`src/rtl/pe_ctrl_seq.sv`:
```
// pe_ctrl_seq: job sequencer for a processing element.
// A job produces num_out outputs. Each output is built from num_macc
// enabled accumulate cycles, then one FLUSH cycle and one WRITE cycle.
// A single DONE cycle closes the job. Every output comes straight from a
// flop. The flop value for the next cycle is decoded from the next state.
//
// Ports:
//   clk          rising-edge clock
//   reset        asynchronous, active-low reset
//   start        one-cycle job request, only honoured in IDLE
//   cfg_*        job configuration, captured when start is accepted
//   stall        a high sample at an edge makes the following ACCUM cycle a
//                bubble: enable=0 and no progress
//   ctrl         packed PE control word, MSB->LSB:
//                {norm_fifo_push, norm_fifo_pop, buf_rd_addr, buf_wr_addr,
//                 flush, write_valid, buffer_write_req, buffer_read_req,
//                 enable, op_code}
//   busy         high in every state except IDLE
//   done         one-cycle pulse in the DONE state
module pe_ctrl_seq #(
  parameter int PE_BUF_ADDR_WIDTH = 10,
  parameter int OP_CODE_WIDTH     = 3,
  parameter int CNT_WIDTH         = 8,
  localparam int CTRL_WIDTH       = 2*PE_BUF_ADDR_WIDTH + OP_CODE_WIDTH + 7
) (
  input  logic                         clk,
  input  logic                         reset,
  input  logic                         start,
  input  logic [CNT_WIDTH-1:0]         cfg_num_macc,
  input  logic [CNT_WIDTH-1:0]         cfg_num_out,
  input  logic [OP_CODE_WIDTH-1:0]     cfg_op_code,
  input  logic [PE_BUF_ADDR_WIDTH-1:0] cfg_wr_base,
  input  logic                         cfg_acc_init,
  input  logic                         cfg_norm_en,
  input  logic                         stall,
  output logic [CTRL_WIDTH-1:0]        ctrl,
  output logic                         busy,
  output logic                         done
);

  typedef enum logic [2:0] {
    S_IDLE  = 3'd0,
    S_ACCUM = 3'd1,
    S_FLUSH = 3'd2,
    S_WRITE = 3'd3,
    S_DONE  = 3'd4
  } state_t;

  state_t                       state_q,    state_d;
  // One bit wider than the count so it can hold num_macc itself.
  logic [CNT_WIDTH:0]           macc_cnt_q, macc_cnt_d;
  logic [CNT_WIDTH-1:0]         out_cnt_q,  out_cnt_d;
  logic [CNT_WIDTH-1:0]         num_macc_q, num_macc_d;
  logic [CNT_WIDTH-1:0]         num_out_q,  num_out_d;
  logic [OP_CODE_WIDTH-1:0]     op_q,       op_d;
  logic [PE_BUF_ADDR_WIDTH-1:0] wr_base_q,  wr_base_d;
  logic                         acc_init_q, acc_init_d;
  logic                         norm_en_q,  norm_en_d;

  // Output flops
  logic                         push_q,     push_d;
  logic                         pop_q,      pop_d;
  logic [PE_BUF_ADDR_WIDTH-1:0] rd_addr_q,  rd_addr_d;
  logic [PE_BUF_ADDR_WIDTH-1:0] wr_addr_q,  wr_addr_d;
  logic                         flush_q,    flush_d;
  logic                         wv_q,       wv_d;
  logic                         wreq_q,     wreq_d;
  logic                         rreq_q,     rreq_d;
  logic                         en_q,       en_d;
  logic [OP_CODE_WIDTH-1:0]     op_out_q,   op_out_d;
  logic                         busy_q,     busy_d;
  logic                         done_q,     done_d;

  logic [CNT_WIDTH:0]           macc_next;
  logic [PE_BUF_ADDR_WIDTH-1:0] out_addr;

  always_comb begin
    state_d    = state_q;
    macc_cnt_d = macc_cnt_q;
    out_cnt_d  = out_cnt_q;
    num_macc_d = num_macc_q;
    num_out_d  = num_out_q;
    op_d       = op_q;
    wr_base_d  = wr_base_q;
    acc_init_d = acc_init_q;
    norm_en_d  = norm_en_q;
    push_d     = 1'b0;
    pop_d      = 1'b0;
    rd_addr_d  = rd_addr_q;
    wr_addr_d  = wr_addr_q;
    flush_d    = 1'b0;
    wv_d       = 1'b0;
    wreq_d     = 1'b0;
    rreq_d     = 1'b0;
    en_d       = 1'b0;
    op_out_d   = '0;
    done_d     = 1'b0;
    busy_d     = 1'b0;

    // MACCs completed once the current cycle ends. A bubble does not count.
    macc_next = macc_cnt_q + {{CNT_WIDTH{1'b0}}, en_q};
    // Address arithmetic wraps modulo the buffer depth.
    out_addr  = wr_base_q + PE_BUF_ADDR_WIDTH'(out_cnt_q);

    case (state_q)
      S_IDLE: begin
        if (start) begin
          num_macc_d = (cfg_num_macc == '0) ? CNT_WIDTH'(1) : cfg_num_macc;
          num_out_d  = (cfg_num_out == '0) ? CNT_WIDTH'(1) : cfg_num_out;
          op_d       = cfg_op_code;
          wr_base_d  = cfg_wr_base;
          acc_init_d = cfg_acc_init;
          norm_en_d  = cfg_norm_en;
          macc_cnt_d = '0;
          out_cnt_d  = '0;
          state_d    = S_ACCUM;
          en_d       = ~stall;
          op_out_d   = cfg_op_code;
        end
      end
      S_ACCUM: begin
        macc_cnt_d = macc_next;
        op_out_d   = op_q;
        // The last MACC is complete, but a stall still holds the FLUSH back.
        if ((macc_next == {1'b0, num_macc_q}) && !stall) begin
          state_d   = S_FLUSH;
          op_out_d  = '0;
          flush_d   = 1'b1;
          rreq_d    = acc_init_q;
          rd_addr_d = out_addr;
        end else begin
          en_d = ~stall;
        end
      end
      S_FLUSH: begin
        state_d   = S_WRITE;
        wv_d      = 1'b1;
        wreq_d    = 1'b1;
        wr_addr_d = out_addr;
        push_d    = norm_en_q;
        // There is nothing to pop before the first output has been pushed.
        pop_d     = norm_en_q && (out_cnt_q != '0);
      end
      S_WRITE: begin
        if (out_cnt_q == num_out_q - CNT_WIDTH'(1)) begin
          state_d = S_DONE;
          done_d  = 1'b1;
          pop_d   = norm_en_q;
        end else begin
          out_cnt_d  = out_cnt_q + CNT_WIDTH'(1);
          macc_cnt_d = '0;
          state_d    = S_ACCUM;
          en_d       = ~stall;
          op_out_d   = op_q;
        end
      end
      S_DONE: begin
        state_d = S_IDLE;
      end
      default: begin
        state_d = S_IDLE;
      end
    endcase

    busy_d = (state_d != S_IDLE);
  end

  always_ff @(posedge clk or negedge reset) begin
    if (!reset) begin
      state_q    <= S_IDLE;
      macc_cnt_q <= '0;
      out_cnt_q  <= '0;
      num_macc_q <= '0;
      num_out_q  <= '0;
      op_q       <= '0;
      wr_base_q  <= '0;
      acc_init_q <= 1'b0;
      norm_en_q  <= 1'b0;
      push_q     <= 1'b0;
      pop_q      <= 1'b0;
      rd_addr_q  <= '0;
      wr_addr_q  <= '0;
      flush_q    <= 1'b0;
      wv_q       <= 1'b0;
      wreq_q     <= 1'b0;
      rreq_q     <= 1'b0;
      en_q       <= 1'b0;
      op_out_q   <= '0;
      busy_q     <= 1'b0;
      done_q     <= 1'b0;
    end else begin
      state_q    <= state_d;
      macc_cnt_q <= macc_cnt_d;
      out_cnt_q  <= out_cnt_d;
      num_macc_q <= num_macc_d;
      num_out_q  <= num_out_d;
      op_q       <= op_d;
      wr_base_q  <= wr_base_d;
      acc_init_q <= acc_init_d;
      norm_en_q  <= norm_en_d;
      push_q     <= push_d;
      pop_q      <= pop_d;
      rd_addr_q  <= rd_addr_d;
      wr_addr_q  <= wr_addr_d;
      flush_q    <= flush_d;
      wv_q       <= wv_d;
      wreq_q     <= wreq_d;
      rreq_q     <= rreq_d;
      en_q       <= en_d;
      op_out_q   <= op_out_d;
      busy_q     <= busy_d;
      done_q     <= done_d;
    end
  end

  assign ctrl = {push_q, pop_q, rd_addr_q, wr_addr_q, flush_q, wv_q,
                 wreq_q, rreq_q, en_q, op_out_q};
  assign busy = busy_q;
  assign done = done_q;

endmodule

```
`config.mk`:
```
export PLATFORM = sky130hd
export DESIGN_NAME = pe_ctrl_seq
export DESIGN_NICKNAME = d
export VERILOG_FILES = /design/src/rtl/pe_ctrl_seq.sv
export SDC_FILE = /design/constraint.sdc
export NUM_CORES = 1
export LEC_CHECK = 0
export BUFFER_PORTS_ARGS = -buffer_cell sky130_fd_sc_hd__buf_2
export CAP_MARGIN = 20
export CORE_MARGIN = 8
export CORE_UTILIZATION = 50
export CTS_BUF_LIST = sky130_fd_sc_hd__clkbuf_4 sky130_fd_sc_hd__clkbuf_8 sky130_fd_sc_hd__clkbuf_16
export DETAILED_ROUTE_END_ITERATION = 10
export GPL_TIMING_DRIVEN = 0
export PLACE_DENSITY = 0.8
export SETUP_SLACK_MARGIN = 0.1
export SYNTH_ARGS = -nofsm -noshare
export SYNTH_HDL_FRONTEND = slang
export SYNTH_SLANG_ARGS = --single-unit
```
`constraint.sdc`:
```
create_clock -name clk -period 2.7 [get_ports clk]
set_clock_uncertainty 0.15 [all_clocks]
set_input_delay 0.54 -clock clk [delete_from_list [all_inputs] [get_ports clk]]
set_output_delay 0.54 -clock clk [all_outputs]
set_load 0.02 [all_outputs]
```
==> results.py <==
metrics = {
    "final_layout": {
        "layout.nets": 594,
        "layout.cells.non_filler": 657,
        "fillers": 734,
        "layout-drive-gt1-share_pct": 25.9,
        "n_antenna_cell": 0,
        "area_growth_pct": 20.0,
    },
    "timing": {
        "worst_pin_slew_ns": 0.629,
        "rsz0062_at_grt": "true",
        "drv_slew": 0,
        "max_freq_ghz": 0.354,
        "hold_ws_ns": 0.204,
        "finalCritPeriodShare_pct": 105,
        "setup_violations": 11,
        "slew_headroom_pct": 58.1,
        "fin_crit_ns": 2.82,
        "hold_violations": 0,
        "fin_ws_ns": -0.124,
    },
    "place": {
        "dp_slack_ns": -0.348,
        "dp_cells": 629,
        "dpl.hpwl_mm": 7.70,
        "port_buffers": 66,
        "place.gp.congestion": 0.856,
    },
    "clocking": {
        "clk_pin_slew_worst_paths_ns": 0.09,
        "tritoncts": "yes",
        "cts_sinks": 82,
        "htree_levels": 3,
        "cts_buffer_depth": 2,
        "clockRootBuffer": "clkbuf_8",
        "clk_latency_ns": 0.37,
        "cts_made_buffers": 9,
    },
    "worst_setup_path": {
        "crit_required_ns": 2.81,
        "critPathKind": "register to register",
        "critPathMaxFanout": 5,
        "cp_top_family": "simple AND/OR/NAND/NOR gates",
        "critPathCaptureType": "register",
        "crit_path_cell_trace": "ha_2 > ha_4 > and3b_1 > or4_4 > a21oi_4 > o22ai_4 > nor4_4 > buf_4 > mux2_4",
        "worst-path-buf-inv": 1,
        "worst_path_max_delay_cell": "nor4_4",
        "start_kind": "register",
        "arrival_ns": 2.93,
        "critPathMaxStageDelay_ns": 0.44,
    },
    "die": {
        "core_area_um2": 8590,
        "ios": 67,
        "start_util_pct": 50.8,
        "rows": 34,
        "die_w_um": 109,
        "die_area_um2": 12000,
        "die_h_um": 109,
    },
    "run_status": {
        "violations": "negative setup slack",
        "status": "finished, violations left",
    },
    "routing": {
        "ant_nets": 0,
        "via_count": 3590,
        "routed_wl_mm": 10.6,
        "drt_iter0_markers": 262,
        "viasPerCell": 5.46,
        "drc": 0,
        "dr.pass1.iters": 8,
        "wl_per_cell_um": 16.1,
    },
    "grt": {
        "grt_max_degree": 56,
        "antenna_found_initial": 0,
        "grt_pass1_wl_mm": 17.5,
        "grt_overflow_total": 0,
        "grt_use_total_pct": 18.3,
        "grt_pass1_vias": 3648,
    },
    "synth": {
        "netlist-cell-type-count": 66,
        "async_flop_share_pct": 100,
        "seq_area_frac_synth_pct": 47.0,
        "synthFlopType": "dfrtp_1",
        "ys_seq_elements": 82,
        "postSynthCellCount": 454,
        "synth-edff-count": 0,
        "ys.warnings.count": 0,
        "synth_area_per_cell_um2": 9.61,
        "syn_area_um2": 4360,
        "syn_nets": 504,
    },
    "power_and_ir_drop": {
        "powerDensity_nw_per_um2": 1010,
        "ir_drop_uv": 353,
        "power_leakage_uw": 0.00263,
    },
    "flow_run": {
        "drv_cap": 0,
    },
    "hold_path": {
        "hp-class": "input pin to register",
    },
}
-- cell usage in the layout, fill, tap and decap left out, types with 5 or more instances in the layout --
cell,count
a21oi_1,16
buf_2,68
buf_4,22
clkbuf_1,13
clkbuf_8,10
dfrtp_1,80
ha_1,12
inv_1,20
mux2_2,5
mux2_4,9
nand2_1,105
nand3_1,5
nand4_1,6
nor2_1,13
nor2b_1,5
nor3_1,12
o21a_1,5
o21ai_0,21
xnor2_1,11
xor2_1,16
-- worst min-delay path, stage by stage --
cell     delay (ns)
buf_2          0.07
nand2_1        0.04
nand2_1        0.04
-- cell type report --
class / count / area, um^2 / share of cell area, %
clock buffers: 10 / 138 / 2.63
multi-input cells: 325 / 2160 / 41.2
inverters: 20 / 75.1 / 1.43
clock inverters: 6 / 72.6 / 1.39
repair buffers: 80 / 460 / 8.80
plain buffers: 26 / 143 / 2.72
flip-flops and latches: 82 / 2050 / 39.2
well taps: 108 / 135 / 2.58
-- Yosys cell counts (4+ instances only) --
master | n | area (um^2)
buf_4 | 8 | 60.1
xnor2_1 | 11 | 96.3
o31ai_1 | 4 | 30.0
and3_1 | 4 | 25.0
inv_1 | 20 | 75.1
a31oi_1 | 4 | 25.0
o21a_1 | 5 | 37.5
buf_2 | 4 | 20.0
nor2_1 | 13 | 48.8
mux2_2 | 8 | 90.1
ha_1 | 14 | 175
nand4_1 | 6 | 37.5
nor2b_1 | 5 | 31.3
o21ai_0 | 22 | 110
a21oi_1 | 16 | 80.1
clkbuf_1 | 13 | 48.8
nand2_1 | 105 | 394
nand3_1 | 7 | 35.0
nor4_1 | 4 | 25.0
xor2_1 | 16 | 140
nor3_1 | 14 | 70.1
or4_1 | 4 | 30.0
dfrtp_1 | 82 | 2050
mux2_4 | 6 | 90.1
-- through the flow --
step                TNS, ns  instance area, um^2  utilization, %  power [uW]
finish                -1.05                 5240            60.9        5290
global route          -1.79                 5240            60.9        5650
CTS                  -0.470                 5170            60.2        5240
detailed placement    -3.00                 4880            56.8        4230
global placement      -2.58                 4850            56.5        4090
floorplan            -0.616                 4390               -        3580
-- flip-flops by register name, indices dropped and copies added, names as in the netlist --
name        cells
done            1
push_q          1
rd_addr_q      10
acc_init_q      1
pop_q           1
en_q            1
wreq_q          1
norm_en_q       1
flush_q         1
out_cnt_q       8
op_out_q        3
wr_addr_q      10
num_macc_q      8
num_out_q       8
state_q         3
rreq_q          1
macc_cnt_q      9
busy            1
op_q            3
wr_base_q      10
-- power by group --
group,internal (uW),switching (uW),leakage [uW]
sequential,1670,340,0.00106
combinational,992,1350,0.00147
clock,464,482,0.000104
-- final timing paths --
| path | from | end | slack, ns | cells past startpoint |
|---|---|---|---|---|
| max | macc_cnt_q[0] | rd_addr_q[6] | -0.12 | 9 |
| min | cfg_wr_base[9] | wr_base_q[9] | 0.20 | 3 |
| max reg2reg | macc_cnt_q[0] | rd_addr_q[6] | -0.12 | 9 |
| min reg2reg | acc_init_q | acc_init_q | 0.32 | 2 |
| max in group asynchronous | reset | out_cnt_q[0] | 1.32 | 3 |
| min in group asynchronous | reset | wr_addr_q[9] | 0.49 | 2 |
-- metal layers --
layer	track usage [%]	part of all wire, %	vias to the layer above
met3	4.04	6.8	23
met2	29.7	49	103
met1	23.5	42	1724
met5	0	0	-
li1	-	-	1740
met4	7.04	1.9	0
-- logic make-up (layout without fill, tap and decap cells) --
logic type / Yosys count / after routing / share of synthesized area (%)
AOI/OAI and AO/OA: 78 / 78 / 12.1
DFF: 82 / 82 / 47.0
muxes: 17 / 17 / 4.82
and+or+nand+nor: 187 / 187 / 20.9
buffers and inverters: 47 / 142 / 5.05
xor gates and xnor gates: 27 / 27 / 5.42
adders and majority gates: 16 / 16 / 4.70
-- what timing repair did --
action,in CTS,in global routing
hold endpoints to repair,27,0
buffers inserted,8,3
pin swaps,4,3
gates resized for setup,5,11
hold buffers,1,0
cloned,1,0
endpoints found under the setup margin,17,25
(Power assumes the default switching activity.)
